<file path="src/rtl/uart_tx_periph.sv">
// Memory-mapped 8N1 UART transmitter with a small byte FIFO behind the decoder strobes.
// Latency: a byte captured at edge E0 starts its start bit after E1; each frame is 10*CLKS_PER_BIT cycles.
// Backpressure: none on the bus; firmware polls ready, and a write into a full FIFO is dropped and sets sticky overflow.
//
// Ports:
//   clk, rst_n        system clock, async active-low reset
//   uart_write        data-register store strobe; wdata[7:0] is the byte
//   uart_status_read  status-register load strobe; rdata is valid the same cycle
//   wdata             CPU store data (upper 24 bits ignored)
//   rdata             {29'b0, overflow, busy, ready} while uart_status_read, else 0
//   tx                serial line, idle high, registered
module uart_tx_periph #(
  parameter int CLKS_PER_BIT = 868,
  parameter int FIFO_AW      = 2
) (
  input  logic        clk,
  input  logic        rst_n,
  input  logic        uart_write,
  input  logic        uart_status_read,
  input  logic [31:0] wdata,
  output logic [31:0] rdata,
  output logic        tx
);

  localparam int CW    = (CLKS_PER_BIT > 1) ? $clog2(CLKS_PER_BIT) : 1;
  localparam int DEPTH = 1 << FIFO_AW;
  localparam logic [CW-1:0] CNT_LAST = CW'(CLKS_PER_BIT - 1);

  typedef enum logic [1:0] {IDLE, START, DATA, STOP} state_t;

  state_t             state;
  logic [CW-1:0]      cnt;
  logic [2:0]         bit_idx;
  logic [7:0]         shreg;
  logic               overflow;

  logic [7:0]         mem [DEPTH];
  logic [FIFO_AW:0]   wr_ptr;
  logic [FIFO_AW:0]   rd_ptr;

  logic               full;
  logic               empty;
  logic               busy;
  logic               bit_end;
  logic               push;
  logic               pop;
  logic [7:0]         head;

  logic               unused_wdata_hi;
  assign unused_wdata_hi = ^wdata[31:8];

  // Extra pointer MSB distinguishes full from empty when the index bits match.
  assign full  = (wr_ptr[FIFO_AW] != rd_ptr[FIFO_AW]) &&
                 (wr_ptr[FIFO_AW-1:0] == rd_ptr[FIFO_AW-1:0]);
  assign empty = (wr_ptr == rd_ptr);
  assign head  = mem[rd_ptr[FIFO_AW-1:0]];

  assign bit_end = (cnt == CNT_LAST);
  // Full is judged on pre-edge state, so a same-cycle pop never makes room for a write.
  assign push    = uart_write && !full;
  // STOP pops directly into the next START so back-to-back frames have no idle gap.
  assign pop     = !empty && ((state == IDLE) || ((state == STOP) && bit_end));

  assign busy  = (state != IDLE) || !empty;
  assign rdata = uart_status_read ? {29'd0, overflow, busy, !full} : 32'd0;

  always_ff @(posedge clk) begin
    if (push) begin
      mem[wr_ptr[FIFO_AW-1:0]] <= wdata[7:0];
    end
  end

  always_ff @(posedge clk or negedge rst_n) begin
    if (!rst_n) begin
      wr_ptr   <= '0;
      rd_ptr   <= '0;
      overflow <= 1'b0;
    end else begin
      if (push) wr_ptr <= wr_ptr + 1'b1;
      if (pop)  rd_ptr <= rd_ptr + 1'b1;
      // A dropped write in the same cycle as a status read keeps the flag set.
      if (uart_write && full) begin
        overflow <= 1'b1;
      end else if (uart_status_read) begin
        overflow <= 1'b0;
      end
    end
  end

  always_ff @(posedge clk or negedge rst_n) begin
    if (!rst_n) begin
      state   <= IDLE;
      cnt     <= '0;
      bit_idx <= '0;
      shreg   <= '0;
      tx      <= 1'b1;
    end else begin
      case (state)
        IDLE: begin
          if (!empty) begin
            shreg <= head;
            tx    <= 1'b0;
            cnt   <= '0;
            state <= START;
          end
        end
        START: begin
          if (bit_end) begin
            tx      <= shreg[0];
            bit_idx <= '0;
            cnt     <= '0;
            state   <= DATA;
          end else begin
            cnt <= cnt + CW'(1);
          end
        end
        DATA: begin
          if (bit_end) begin
            cnt <= '0;
            if (bit_idx == 3'd7) begin
              tx    <= 1'b1;
              state <= STOP;
            end else begin
              // shreg[0] is on the line now; the next bit is shreg[1].
              shreg   <= shreg >> 1;
              tx      <= shreg[1];
              bit_idx <= bit_idx + 3'd1;
            end
          end else begin
            cnt <= cnt + CW'(1);
          end
        end
        STOP: begin
          if (bit_end) begin
            cnt <= '0;
            if (!empty) begin
              shreg <= head;
              tx    <= 1'b0;
              state <= START;
            end else begin
              state <= IDLE;
            end
          end else begin
            cnt <= cnt + CW'(1);
          end
        end
        default: begin
          state <= IDLE;
          tx    <= 1'b1;
        end
      endcase
    end
  end

endmodule

</file>
<file path="config.mk">
export PLATFORM = sky130hd
export DESIGN_NAME = uart_tx_periph
export DESIGN_NICKNAME = d
export VERILOG_FILES = /design/src/rtl/uart_tx_periph.sv
export SDC_FILE = /design/constraint.sdc
export NUM_CORES = 1
export LEC_CHECK = 0
export CAP_MARGIN = 25
export CORE_ASPECT_RATIO = 0.6
export CORE_MARGIN = 10
export CORE_UTILIZATION = 55
export CTS_CLUSTER_DIAMETER = 50
export DETAILED_ROUTE_END_ITERATION = 12
export PLACE_DENSITY = 0.88
export SYNTH_ARGS = -nofsm -noshare
export SYNTH_HDL_FRONTEND = slang
export SYNTH_SLANG_ARGS = --single-unit
</file>
<file path="constraint.sdc">
create_clock -name clk -period 6.55 [get_ports clk]
set_clock_uncertainty 0.1 [all_clocks]
set_input_delay 1.31 -clock clk [delete_from_list [all_inputs] [get_ports clk]]
set_output_delay 1.31 -clock clk [all_outputs]
set_load 0.005 [all_outputs]
</file>
==> flow_metrics.py, run 1 <==
metrics = {
    "sta": {
        "worstMarginPinSlew_ns": 0.901,
        "finalSetupViolations": 0,
        "rsz0062_at_grt": "no",
        "final-hold-violation-count": 0,
        "timing.final.crit_period_ns": 3.87,
        "timing.final.max_slew_violations": 0,
        "fmax_mhz": 258,
        "final.period_utilization": 0.591,
        "slew_headroom": 0.396,
        "finalSetupTns_ns": 0,
    },
    "grt": {
        "global_route_wire_length_before_repair_um": 10100,
        "grt.total_usage": 0.133,
        "first_global_vias": 1961,
        "globalRoute.totalOverflow": 0,
        "grt_start_max_net_pins": 32,
        "initial_antenna_violation_count": 0,
    },
    "cells_and_area": {
        "num-fill-cells": 436,
        "area_growth_syn_to_layout_pct": 9.88,
        "final_util": 0.643,
        "num-nets-final": 339,
        "final_layout_size_suffix_gt1_frac": 0.136,
        "reg_area_um2": 1740,
        "multi_input_comb_area_um2": 1410,
        "diodes": 0,
        "final_design_area_no_fill_um2": 3700,
    },
    "drt": {
        "detail_route.vias_per_cell": 5.51,
        "detail_route.iter0.violations": 128,
        "route.detailed.drc": 0,
        "detailroute.via_count": 2062,
        "wl_per_cell_um": 17.0,
        "routed_wl_um": 6360,
        "drt_pre_antenna_iters": 4,
        "detail-route-antenna-nets": 0,
    },
    "place": {
        "finalWeightedCongestion": 0.864,
        "detailed_place.area_um2": 3470,
        "hpwlAfterDp_um": 4630,
        "port_buffer_cells": 15,
    },
    "synthesis": {
        "synth.top_cells.by_count": "32 x edfxtp_1, 31 x buf_4, 30 x dfrtp_1",
        "synth_area_leader_cell": "edfxtp_1",
        "yosys.cell_types.count": 57,
        "async_reset_ff_frac": 0.492,
        "number_of_synthesis_warnings": 0,
        "synth_area_um2": 3370,
        "top_cell_type_s_share_of_synthesized_area": 0.285,
        "yosys-top-cells-area": "edfxtp_1 29%, dfrtp_1 22%, buf_4 6.9%",
        "synthesis.area_per_instance_um2": 12.5,
        "synth.yosys.seq_area_share": 0.516,
        "synth.ff_latch_count": 63,
        "synth_flop_cell": "edfxtp_1",
        "number_of_enable_type_register_cells_in_the_synthesized_netlist": 32,
        "syn-instance-count": 270,
        "yosys.cell_count.top_type": "edfxtp_1",
    },
    "die": {
        "pin_count": 69,
        "coreArea_um2": 5750,
        "die_width_um": 121,
        "row_count": 21,
        "initial_utilization": 0.585,
        "floorplan.die.height_um": 80.6,
        "die-area_um2": 9750,
    },
    "cts": {
        "cts_hold_buffers": 0,
        "cts_sinks": 63,
        "clock_buffer_depth": 2,
        "worst_skew_pair.late_latency_ns": 0.34,
        "tritoncts.num_buffers": 9,
        "cts.repair.resized": 0,
        "root_buffer": "clkbuf_8",
        "tritoncts": "yes",
        "post_cts.repair.setup_buffers": 0,
        "total_number_of_h_tree_levels": 3,
        "clk_transition_reported_paths_ns": 0.07,
    },
    "pwr": {
        "leakage_uw": 0.00142,
        "power_density_nw_per_um2": 454,
        "worst_ir_drop_vdd_mv": 0.231,
        "p_total_uw": 1680,
    },
    "status": {
        "status": "finished, final reports clean",
    },
    "worst_setup_path": {
        "crit_arrival_ns": 2.46,
        "setup.worst_path.class": "in -> out",
        "timing.critical_path.required_ns": 5.14,
        "startpoint_type": "primary input",
        "worstSetupEndpointType": "output pin",
        "worstPathMaxFanout": 4,
        "r2r_cells": 3,
    },
    "min_path": {
        "min_delay_path_depth": 1,
        "hold_path_class": "reg -> reg",
    },
    "flow_run": {
        "cap_violations": 0,
    },
}
[cell families (layout without fill, tap and decap cells)]
family          count (synthesis)  count (layout)  share of synthesized area
flops                          63              63                      0.516
other cells                     1              29                    0.00111
compound gates                 55              55                      0.134
simple gates                   61              61                      0.103
fa+ha+maj                      14              14                     0.0520
mux                            12              12                     0.0665
buf+inv                        52              48                     0.0955
xor+xnor                       12              12                     0.0312
[layout make-up]
cell class              count  share of cell area
inverters                  15              0.0152
repair buffers             17              0.0446
flip-flops and latches     63               0.470
well taps                  80              0.0271
clock buffers               9              0.0335
multi-input cells         183               0.382
clock inverters             7              0.0281
[cell usage in the layout, fill, tap and decap left out, types with 3 or more instances in the layout]
cell type        Yosys  routed
a211oi_1             3       3
a21oi_1              5       5
a22o_1               3       3
a31oi_1              4       4
a41oi_1              4       4
and2_1               8       8
clkbuf_8             0       9
clkdlybuf4s50_1      0      15
clkinv_4             0       3
conb_1               1      29
dfrtp_1             30      30
edfxtp_1            32      32
ha_1                14      14
inv_1               15      15
mux2_2               3       3
mux4_2               8       8
nand2_1              8       8
nand3_1              8       8
nor2_1              13      13
nor3_1               5       5
o21ai_0              8       8
o221a_1              6       6
o2bb2ai_1            4       4
or3_1                3       3
xnor2_1              5       5
xor2_1               7       7
[critical path: stages]
cell,delay [ns]
clkdlybuf4s50_1,0.51
nor2b_1,0.14
clkdlybuf4s50_1,0.51
[sequential cells by signal, summed over array words and instances (netlist names)]
signal,count
cnt,10
mem,32
overflow,1
wr_ptr,3
shreg,8
bit_idx,3
state,2
rd_ptr,3
tx,1
[final timing paths]
| kind | startpoint | to | slack (ns) |
|---|---|---|---|
| max | uart_status_read | rdata[1] | 2.68 |
| min | shreg[7] | shreg[7] | 0.41 |
| max reg2reg | rd_ptr[0] | mem[3][4] | 3.96 |
| min reg2reg | shreg[7] | shreg[7] | 0.41 |
| max in group asynchronous | rst_n | tx | 4.78 |
| min in group asynchronous | rst_n | cnt[9] | 1.25 |
[power breakdown]
| part | internal [uW] | switching [uW] |
|---|---|---|
| Clock | 219 | 164 |
| Sequential | 540 | 109 |
| Combinational | 299 | 351 |
[through the flow]
| stage | setup WS [ns] | hold WS [ns] | instances |
|---|---|---|---|
| 5_1_grt | 2.61 | 0.432 | 374 |
| 3_3_place_gp | 2.69 | 0.378 | 358 |
| 2_1_floorplan | 3.65 | 0.357 | 298 |
| 4_1_cts | 2.66 | 0.405 | 374 |
| 6_report | 2.68 | 0.415 | 374 |
| 3_5_place_dp | 2.67 | 0.384 | 358 |
[metal layers]
layer,up-vias,GRT usage,wire [um],part of all wire
met5,-,0,0,0
met1,979,0.180,2940,0.46
met2,77,0.185,2730,0.43
met4,0,0.0456,58,0.0091
li1,999,-,-,-
met3,7,0.0566,630,0.099
Power figures use the tool's default switching activity.
==> inputs of run 2 (changes only) <==
--- a/config.mk
+++ b/config.mk
@@ -8,10 +8,10 @@
 export CAP_MARGIN = 25
 export CORE_ASPECT_RATIO = 0.6
 export CORE_MARGIN = 10
-export CORE_UTILIZATION = 55
+export CORE_UTILIZATION = 46
 export CTS_CLUSTER_DIAMETER = 50
 export DETAILED_ROUTE_END_ITERATION = 12
-export PLACE_DENSITY = 0.88
+export PLACE_DENSITY = 0.79
 export SYNTH_ARGS = -nofsm -noshare
 export SYNTH_HDL_FRONTEND = slang
 export SYNTH_SLANG_ARGS = --single-unit
==> constraint.sdc (replaced) <==
create_clock -name clk -period 3.5 [get_ports clk]
set_clock_uncertainty 0.1 [all_clocks]
set_input_delay 0.7 -clock clk [delete_from_list [all_inputs] [get_ports clk]]
set_output_delay 0.7 -clock clk [all_outputs]
set_load 0.005 [all_outputs]
==> run 2 against run 1 <==
  * Register-to-register slack got worse by 3.1 ns
  * Cell area rose by 1.7%
  * Critical path depth rose by 1
  * Utilization fell by 12 points
  * Clock power rose by 110%
  * Die area rose by 15%
  * Setup slack got worse by 2.3 ns
  * Cell count rose by 2.9%
  * First-iteration DRC count rose by 34%
==> flow_metrics.py, run 2 (synthesis results as in run 1) <==
metrics = {
    "worst_setup_path": {
        "startpoint_type": "flip-flop",
        "worstPathMaxFanout": 12,
        "r2r_cells": 3,
        "crit_slowest_cell": "dfrtp_1",
        "crit_arrival_ns": 2.30,
        "timing.critical_path.required_ns": 2.70,
        "timing.critical_path.buf_inv": 1,
        "number_of_cells_on_the_critical_path": 4,
        "setup.worst_path.class": "reg -> out",
        "critPathTopFamily": "flip-flops",
        "worst_path_largest_cell_delay_ns": 0.61,
        "worstSetupEndpointType": "output pin",
        "worst-r2r-setup-slack_ns": 0.88,
        "worstPathCellList": "xnor2_1 -> nand3_1 -> and2_1 -> clkdlybuf4s50_1",
    },
    "grt": {
        "first_global_vias": 1996,
        "grt_start_max_net_pins": 32,
        "globalRoute.totalOverflow": 0,
        "grt.total_usage": 0.116,
        "global_route_wire_length_before_repair_um": 10200,
        "initial_antenna_violation_count": 0,
    },
    "pwr": {
        "worst_ir_drop_vdd_mv": 0.385,
        "switchingPower_uw": 1190,
        "p_total_uw": 3240,
        "leakage_uw": 0.00144,
        "power_density_nw_per_um2": 861,
        "p_int_uw": 2050,
        "power.combinational.fraction": 0.375,
        "clkPwrFrac": 0.250,
        "power_frac_seq": 0.375,
        "power.share.switching": 0.367,
    },
    "cts": {
        "tritoncts": "yes",
        "worst_skew_pair.late_latency_ns": 0.33,
        "root_buffer": "clkbuf_16",
        "cts_sinks": 63,
        "tritoncts.num_buffers": 9,
        "clock_buffer_depth": 2,
        "cts_hold_buffers": 0,
        "clk_transition_reported_paths_ns": 0.06,
        "total_number_of_h_tree_levels": 3,
        "cts.repair.resized": 0,
        "post_cts.repair.setup_buffers": 0,
    },
    "sta": {
        "finalSetupViolations": 0,
        "timing.final.crit_period_ns": 3.10,
        "fin_hold_ws_ns": 0.398,
        "final-hold-violation-count": 0,
        "finalSetupTns_ns": 0,
        "rsz0062_at_grt": "no",
        "fmax_mhz": 322,
        "timing.final.max_slew_violations": 0,
        "final.period_utilization": 0.887,
        "slew_headroom": 0.429,
        "worstMarginPinSlew_ns": 0.853,
    },
    "cells_and_area": {
        "final_design_area_no_fill_um2": 3760,
        "diodes": 0,
        "final_layout_size_suffix_gt1_frac": 0.133,
        "layout.cells.most_common": "edfxtp_1",
        "num-fill-cells": 589,
        "reg_area_um2": 1740,
        "multi_input_comb_area_um2": 1410,
        "mostFrequentLayoutCells": "32 x edfxtp_1, 30 x dfrtp_1, 29 x conb_1",
        "area_growth_syn_to_layout_pct": 11.7,
        "final_util": 0.524,
        "num-nets-final": 339,
        "flip_flop_count_of_the_largest_register_all_copies_and_words_added": 32,
    },
    "place": {
        "hpwlAfterDp_um": 4680,
        "finalWeightedCongestion": 0.851,
        "port_buffer_cells": 15,
        "detailed_place.area_um2": 3490,
    },
    "drt": {
        "wl_per_cell_um": 16.7,
        "drt_pre_antenna_iters": 4,
        "detail_route.vias_per_cell": 5.50,
        "detail-route-antenna-nets": 0,
        "routed_wl_um": 6420,
        "detail_route.iter0.violations": 171,
        "route.detailed.drc": 0,
        "detailroute.via_count": 2118,
    },
    "status": {
        "status": "finished, final reports clean",
    },
    "die": {
        "floorplan.die.height_um": 86.3,
        "coreArea_um2": 7180,
        "pin_count": 69,
        "initial_utilization": 0.469,
        "row_count": 24,
        "die_width_um": 130,
        "die-area_um2": 11300,
    },
    "min_path": {
        "hold_path_class": "reg -> reg",
        "min_delay_path_depth": 1,
    },
    "flow_run": {
        "cap_violations": 0,
    },
}
[run 2: changes by cell type in the layout (fill, tap and decap cells not counted), sizes merged]
| cell | change |
|---|---|
| inv | -1 |
| clkbuf | +1 |
| clkinvlp | +2 |
| bufinv | -2 |
[run 2: metal layers]
layer	share of wire	wire length, um	track usage	vias to the layer above
met5	0	0	0	-
met4	0.0089	57	0.0302	0
met3	0.066	427	0.0470	7
met2	0.44	2800	0.168	60
met1	0.49	3140	0.158	1055
li1	-	-	-	996
[run 2: through the flow]
stage          instances  setup slack (ns)
2_1_floorplan        298              1.21
3_3_place_gp         369             0.813
3_5_place_dp         369             0.743
4_1_cts              385             0.379
5_1_grt              385             0.228
6_report             385             0.396
[run 2: layout make-up]
| type | count | area share |
|---|---|---|
| multi-input combinational | 183 | 0.376 |
| tap | 91 | 0.0303 |
| clock buffer | 10 | 0.0609 |
| sequential | 63 | 0.462 |
| clock inverter | 6 | 0.0123 |
| timing repair buffer | 17 | 0.0439 |
| inverter | 15 | 0.0150 |
[run 2: path summary, 6_finish.rpt]
| kind | from | endpoint |
|---|---|---|
| hold / removal | shreg[7] | shreg[7] |
| setup reg to reg | rd_ptr[0] | mem[3][3] |
| setup / recovery | rd_ptr[0] | rdata[0] |
| max in group asynchronous | rst_n | tx |
| min in group asynchronous | rst_n | rd_ptr[0] |
| hold reg to reg | shreg[7] | shreg[7] |
[run 2: power groups by stage]
stage                     clock network (uW)  registers (uW)  logic (uW)
after floorplan                            0            1130        1050
after global placement                     0            1220        1150
after CTS                                830            1220        1210
after global routing                     867            1250        1340
final                                    810            1220        1210
after detailed placement                   0            1230        1200
